## config.mk

```make
export PLATFORM = sky130hd
export DESIGN_NAME = instr_assembler
export DESIGN_NICKNAME = d
export VERILOG_FILES = /design/src/rtl/pipe_pkg.sv /design/src/rtl/instr_assembler.sv
export SDC_FILE = /design/constraint.sdc
export NUM_CORES = 1
export LEC_CHECK = 0
export CORE_UTILIZATION = 37
export DETAILED_ROUTE_END_ITERATION = 8
export MAX_ROUTING_LAYER = met4
export PLACE_DENSITY_LB_ADDON = 0.08
export SYNTH_ARGS = -nofsm -noshare
export SYNTH_HDL_FRONTEND = slang
export SYNTH_SLANG_ARGS = --single-unit
```

## constraint.sdc

```tcl
create_clock -name clk -period 1.5 [get_ports clk]
set_input_delay 0.225 -clock clk [delete_from_list [all_inputs] [get_ports clk]]
set_output_delay 0.225 -clock clk [all_outputs]
set_load 0.02 [all_outputs]
```

## src/rtl/pipe_pkg.sv

```systemverilog
// Shared definitions for the instruction assembler: FSM states, word width
// and the opcode bit that marks a two-word (opcode + immediate) instruction.
package pipe_pkg;

    localparam int WORD_W       = 16;
    localparam int IMM_FLAG_BIT = 15;

    typedef enum logic [1:0] {
        S_OP   = 2'd0,
        S_IMM  = 2'd1,
        S_FULL = 2'd2
    } state_t;

endpackage

```

## src/rtl/instr_assembler.sv

```systemverilog
// Joins 16-bit fetch words into complete instructions (opcode plus optional immediate).
// Define INSTR_ASM_PC_TAG_EN to tag each instruction with its opcode address on out_pc.
module instr_assembler
    import pipe_pkg::*;
(
    input  logic              clk,
    input  logic              rst,
    input  logic              flush,
    input  logic              in_valid,
    output logic              in_ready,
    input  logic [WORD_W-1:0] in_word,
    input  logic [31:0]       in_pc,
    output logic              out_valid,
    input  logic              out_ready,
    output logic [WORD_W-1:0] out_instr,
    output logic [WORD_W-1:0] out_imm,
    output logic              out_has_imm
`ifdef INSTR_ASM_PC_TAG_EN
    ,
    output logic [31:0]       out_pc
`endif
);

    state_t            state_q, state_d;
    logic [WORD_W-1:0] instr_q, instr_d;
    logic [WORD_W-1:0] imm_q, imm_d;
    logic              has_imm_q, has_imm_d;
    logic              accept;

    // A held instruction only blocks input when decode is not taking it this cycle.
    assign in_ready = !rst && !flush && ((state_q != S_FULL) || out_ready);
    assign accept   = in_valid && in_ready;

    always_comb begin
        state_d   = state_q;
        instr_d   = instr_q;
        imm_d     = imm_q;
        has_imm_d = has_imm_q;
        if (flush) begin
            state_d = S_OP;
        end else begin
            if (state_q == S_FULL && out_ready && !accept) begin
                state_d = S_OP;
            end
            if (accept) begin
                if (state_q == S_IMM) begin
                    imm_d   = in_word;
                    state_d = S_FULL;
                end else begin
                    instr_d   = in_word;
                    imm_d     = '0;
                    has_imm_d = in_word[IMM_FLAG_BIT];
                    state_d   = in_word[IMM_FLAG_BIT] ? S_IMM : S_FULL;
                end
            end
        end
    end

    always_ff @(posedge clk) begin
        if (rst) begin
            state_q   <= S_OP;
            instr_q   <= '0;
            imm_q     <= '0;
            has_imm_q <= 1'b0;
        end else begin
            state_q   <= state_d;
            instr_q   <= instr_d;
            imm_q     <= imm_d;
            has_imm_q <= has_imm_d;
        end
    end

    assign out_valid   = (state_q == S_FULL);
    assign out_instr   = instr_q;
    assign out_imm     = imm_q;
    assign out_has_imm = has_imm_q;

`ifdef INSTR_ASM_PC_TAG_EN
    logic [31:0] pc_q, pc_d;

    // The address travels with the opcode word, never with the immediate.
    always_comb begin
        pc_d = pc_q;
        if (!flush && accept && state_q != S_IMM) begin
            pc_d = in_pc;
        end
    end

    always_ff @(posedge clk) begin
        if (rst) begin
            pc_q <= '0;
        end else begin
            pc_q <= pc_d;
        end
    end

    assign out_pc = pc_q;
`else
    logic unused_pc;
    assign unused_pc = ^in_pc;
`endif

endmodule

```

==> impl_metrics.ini, run 1 <==
[detailed_routing]
avgViaCountPerCell = 5.62
drt_iter0_drc = 180
totalWireLength_um = 4330
drc = 0
antenna_left = 0
vias = 1557
drtPass1Iterations = 4
post_drt_wl_per_cell_um = 15.6

[clocking]
cts_root_buf = clkbuf_8
clk_pin_slew_ps = 70
htree_levels = 2
numCtsBuffers = 5
cts_sinks = 34
holdBufCountCts = 0
clk_latency_ps = 280
cts_tree = yes
cts_setup_buffers = 0
clockBufferDepth = 2

[setup_path]
worstPathCellList = clkdlybuf4s50_1
worstReg2RegEnd = out_imm[5]$_SDFFE_PP0P_
max_stage_delay_ps = 610
arrival_ps = 1240
crit_path_end = out_instr[8]
rr_startpoint = state_q[0]$_SDFFE_PP0P_
crit_family = buffers and inverters
startpoint = out_instr[8]$_SDFFE_PP0P_
cp_num_cells = 1
r2r_cells = 5
worst-path-buf-inv = 1
path_class = flop to primary output
required_ps = 1270
worstPathMaxFanout = 2
worst_setup_path_end_kind = primary output
critPathSlowestCell = clkdlybuf4s50_1
r2r_setup_slack_ps = 70
cp-start-kind = flop

[global_route]
grt.total_usage = 0.207
antenna_found_initial = 0
grt_overflow_total = 0
grt_pass1_wl_um = 6470
grt_pass1_vias = 1311
grt_max_degree = 34

[sta]
post-route-period-util = 0.975
worst-slew-pin-transition_ps = 496
worst_slack_ps = 37.7
maxSlewViolCount = 0
setup_viol = 0
slew_headroom = 0.669
rsz0062_at_grt = false
hold_slack_ps = 442
hold_viol = 0
fin_skew_ps = 5.27
fmax_mhz = 684
period_needed_ps = 1460

[cells_and_area]
n_fill_cell = 350
final_util = 0.612
syn_to_final_growth_pct = 56.3
fin_nets = 281
ff_latch_area_um2 = 681
multi_input_area_um2 = 701
n_antenna_cell = 0
layout-drive-gt1-share = 0.153

[floorplan]
io_pins = 88
die_area_um2 = 4220
num_rows = 22
die_w_um = 65.0
start_util = 0.392
die_y_um = 65.0
fp.coreArea_um2 = 3740

[pwr]
p_total_mw = 1.99
power.density_nw_per_um2 = 869
peakVddDrop_uv = 425
p_leak_nw = 0.974

[synth]
synth_area_um2 = 1470
ys_ff_latch = 34
syn-num-nets = 220
synth_cell_types = 25
syn_avg_cell_area_um2 = 8.78
ys_seq_area_frac = 0.464
synth_top_area_cell = dfxtp_1
synthTopCellsByArea = dfxtp_1 46%, nand4_1 14%, o311ai_1 7.2%
synth_top_area_frac = 0.464
ys_warn_count = 0
synthCells = 167

[placement]
dp_hpwl_um = 2960
dp_slack_ps = -371
place.gp.congestion = 0.821
numPortBuffers = 55

[status]
status = complete, no violations

[min_path]
hold_path_class = input port to flop

[job]
maxCapViolations = 0
[what timing repair did]
item                                    4_1_cts  5_1_grt
pin swaps                                     1        1
gates resized for setup                       9       12
gates cloned                                  0        3
endpoints found under the setup margin       27       37
[worst min path at each step]
stage / to / cells after the start / startpoint
after floorplan: state_q[0]$_SDFFE_PP0P_ / 1 / flush
after global placement: out_instr[3]$_SDFFE_PP0P_ / 2 / out_instr[3]$_SDFFE_PP0P_
after detailed placement: out_instr[7]$_SDFFE_PP0P_ / 2 / out_instr[7]$_SDFFE_PP0P_
after CTS: out_instr[7]$_SDFFE_PP0P_ / 2 / out_instr[7]$_SDFFE_PP0P_
after global routing: state_q[0]$_SDFFE_PP0P_ / 3 / flush
final: state_q[0]$_SDFFE_PP0P_ / 3 / flush
[where the power goes]
group | total (mW) | switching (mW) | internal, mW | leakage [nW]
clock network | 0.771 | 0.308 | 0.463 | 0.0575
logic | 0.278 | 0.138 | 0.140 | 0.640
registers | 0.943 | 0.0141 | 0.929 | 0.276
[through the flow]
step                      cell area [µm²]  std cells  TNS (ps)
final                                2290        277         0
after global placement               2130        266     -8260
after global routing                 2290        277         0
after detailed placement             2130        266    -10400
after CTS                            2240        274     -30.2
after floorplan                      1470        167         0
[layout make-up]
| class | count | share of cell area |
|---|---|---|
| multi-input cells | 111 | 0.306 |
| inverters | 2 | 0.00328 |
| flip-flops and latches | 34 | 0.297 |
| clock buffers | 8 | 0.0480 |
| well taps | 48 | 0.0262 |
| repair buffers | 74 | 0.320 |
[cell usage in the layout, fill, tap and decap left out, types with 3 or more instances in the layout]
master            n
a21oi_1          16
buf_4            14
clkbuf_8          8
clkdlybuf4s50_1  45
dfxtp_1          34
dlymetal6s2s_1    7
nand2_1          17
nand4_1          32
o21ai_0          14
o311ai_1         15
or3b_4            3
[synth_stat cells]
cell type and instances:
a211oi_1 1, o311ai_1 12, clkbuf_2 1, o311ai_0 3, dfxtp_1 34, nand4_1 32
nand2b_1 1, or3b_4 1, and2b_1 1, nor3_1 2, inv_1 2, nor3b_2 2
buf_4 1, xor2_1 1, a221oi_1 1, buf_6 2, nand2_1 17, or3b_1 1
a21oi_1 16, buf_2 3, nor2b_1 1, o311ai_2 1, o21ai_1 2, clkbuf_1 15
o21ai_0 14
[state kept, by name, summed over array words and instances (netlist names)]
| name | cells |
|---|---|
| out_imm | 16 |
| state_q | 2 |
| out_instr | 16 |
[per-layer routing]
layer / wire [µm] / vias up / GRT usage
met5: 0 / - / -
met4: 36 / 0 / 0.0583
met3: 286 / 5 / 0.0511
met2: 2030 / 54 / 0.299
met1: 1970 / 734 / 0.284
li1: - / 764 / -
[logic make-up (layout without fill, tap and decap cells)]
family          count (synthesis)  in the layout  share of synthesized area
flops                          34             34                      0.464
simple gates                   58             60                      0.231
xor+xnor                        1              1                    0.00597
compound gates                 50             50                      0.221
buf+inv                        24             84                     0.0776
No activity file was read; power rests on OpenSTA's default activity.
==> run 2, diff against run 1 <==
--- a/config.mk
+++ b/config.mk
@@ -8,7 +8,7 @@
 export CORE_UTILIZATION = 37
 export DETAILED_ROUTE_END_ITERATION = 8
 export MAX_ROUTING_LAYER = met4
-export PLACE_DENSITY_LB_ADDON = 0.08
+export PLACE_DENSITY_LB_ADDON = 0.05
 export SYNTH_ARGS = -nofsm -noshare
 export SYNTH_HDL_FRONTEND = slang
 export SYNTH_SLANG_ARGS = --single-unit
==> impl_metrics.ini, run 2 (same netlist as run 1, synthesis figures left out) <==
[detailed_routing]
vias = 1527
totalWireLength_um = 4260
avgViaCountPerCell = 5.61
antenna_left = 0
post_drt_wl_per_cell_um = 15.7
drc = 0
drt_iter0_drc = 123
drtPass1Iterations = 4

[clocking]
holdBufCountCts = 0
cts_root_buf = clkbuf_8
clk_latency_ps = 280
clockBufferDepth = 2
cts_sinks = 34
htree_levels = 2
cts_tree = yes
cts_setup_buffers = 0
numCtsBuffers = 5
clk_pin_slew_ps = 70

[job]
maxCapViolations = 0

[setup_path]
worstReg2RegEnd = out_imm[4]$_SDFFE_PP0P_
cp_num_cells = 1
arrival_ps = 1230
r2r_setup_slack_ps = 70
worstPathCellList = clkdlybuf4s50_1
r2r_cells = 5
worst_setup_path_end_kind = primary output
required_ps = 1270
crit_path_end = out_imm[6]
max_stage_delay_ps = 600
critPathSlowestCell = clkdlybuf4s50_1
rr_startpoint = state_q[0]$_SDFFE_PP0P_
worst-path-buf-inv = 1
crit_family = buffers and inverters
worstPathMaxFanout = 2
cp-start-kind = flop
startpoint = out_imm[6]$_SDFFE_PP0P_
path_class = flop to primary output

[sta]
worst-slew-pin-transition_ps = 513
fmax_mhz = 688
maxSlewViolCount = 0
setup_tns_ps = 0
slew_headroom = 0.658
setup_viol = 0
fin_skew_ps = 2.64
post-route-period-util = 0.968
hold_viol = 0
worst_slack_ps = 47.5
period_needed_ps = 1450
rsz0062_at_grt = false

[pwr]
peakVddDrop_uv = 577
p_leak_nw = 1.00
power.density_nw_per_um2 = 972

[global_route]
antenna_found_initial = 0
grt.total_usage = 0.210
grt_max_degree = 34
grt_pass1_wl_um = 6570
grt_pass1_vias = 1320
grt_overflow_total = 0

[cells_and_area]
mostFrequentLayoutCell = clkdlybuf4s50_1
layout-drive-gt1-share = 0.134
syn_to_final_growth_pct = 57.7
fin_nets = 276
n_fill_cell = 345
n_antenna_cell = 0
layout_common_cells = 43 x clkdlybuf4s50_1, 34 x dfxtp_1, 32 x nand4_1

[floorplan]
io_pins = 88
fp.coreArea_um2 = 3740
die_area_um2 = 4220
die_w_um = 65.0
start_util = 0.392
num_rows = 22
die_y_um = 65.0

[placement]
place.gp.congestion = 0.762
numPortBuffers = 55
dp_hpwl_um = 2820
dp_slack_ps = -351

[min_path]
hold_path_class = input port to flop

[status]
status = complete, no violations
==> run 2: layer usage <==
| layer | vias up | share of wire | global-route usage | wire length, µm |
|---|---|---|---|---|
| met5 | - | 0 | - | 0 |
| met4 | 0 | 0.0073 | 0.0750 | 31 |
| met3 | 4 | 0.067 | 0.0475 | 287 |
| met2 | 63 | 0.44 | 0.294 | 1880 |
| met1 | 705 | 0.48 | 0.291 | 2060 |
| li1 | 755 | - | - | - |
==> run 2: per-stage QoR <==
stage	power (mW)	utilization	cell area, µm²	hold WS, ps	instances
2_1_floorplan	1.08	-	1470	298	167
3_3_place_gp	1.22	0.570	2130	454	263
3_5_place_dp	1.23	0.570	2130	459	263
4_1_cts	2.25	0.609	2280	470	271
5_1_grt	2.32	0.618	2310	386	272
6_report	2.25	0.618	2310	393	272
==> run 2: power breakdown <==
group,switching [mW],total [mW],internal [mW]
Sequential,0.0132,0.941,0.928
Combinational,0.136,0.271,0.136
Clock,0.326,1.03,0.709
==> run 2: final cells by class <==
cell class | instances | area, µm² | share of cell area
multi-input cells | 110 | 686 | 0.297
clock inverters | 2 | 60.1 | 0.0260
inverters | 2 | 7.51 | 0.00325
flip-flops and latches | 34 | 681 | 0.294
repair buffers | 70 | 736 | 0.318
clock buffers | 6 | 82.6 | 0.0357
well taps | 48 | 60.1 | 0.0260
==> run 2: repair_timing <==
| item | 4_1_cts | 5_1_grt |
|---|---|---|
| endpoints found under the hold margin | 0 | 0 |
| pin swaps | 0 | 1 |
| setup endpoints to repair | 20 | 30 |
| gates resized for setup | 8 | 14 |
| gates cloned | 0 | 1 |
==> run 2: worst min-delay path by stage <==
stage	startpoint	to	slack, ps	cells after the start
final	flush	state_q[0]$_SDFFE_PP0P_	390	3
after global routing	flush	state_q[0]$_SDFFE_PP0P_	390	3
after CTS	out_instr[9]$_SDFFE_PP0P_	out_instr[9]$_SDFFE_PP0P_	470	2
after detailed placement	out_instr[9]$_SDFFE_PP0P_	out_instr[9]$_SDFFE_PP0P_	460	2
after global placement	out_instr[4]$_SDFFE_PP0P_	out_instr[4]$_SDFFE_PP0P_	450	2
after floorplan	flush	state_q[0]$_SDFFE_PP0P_	300	1
==> run 2: tightest hold or removal path, cell delays in order <==
cell	delay, ps
dlymetal6s2s_1	190
buf_4	170
a211oi_2	40
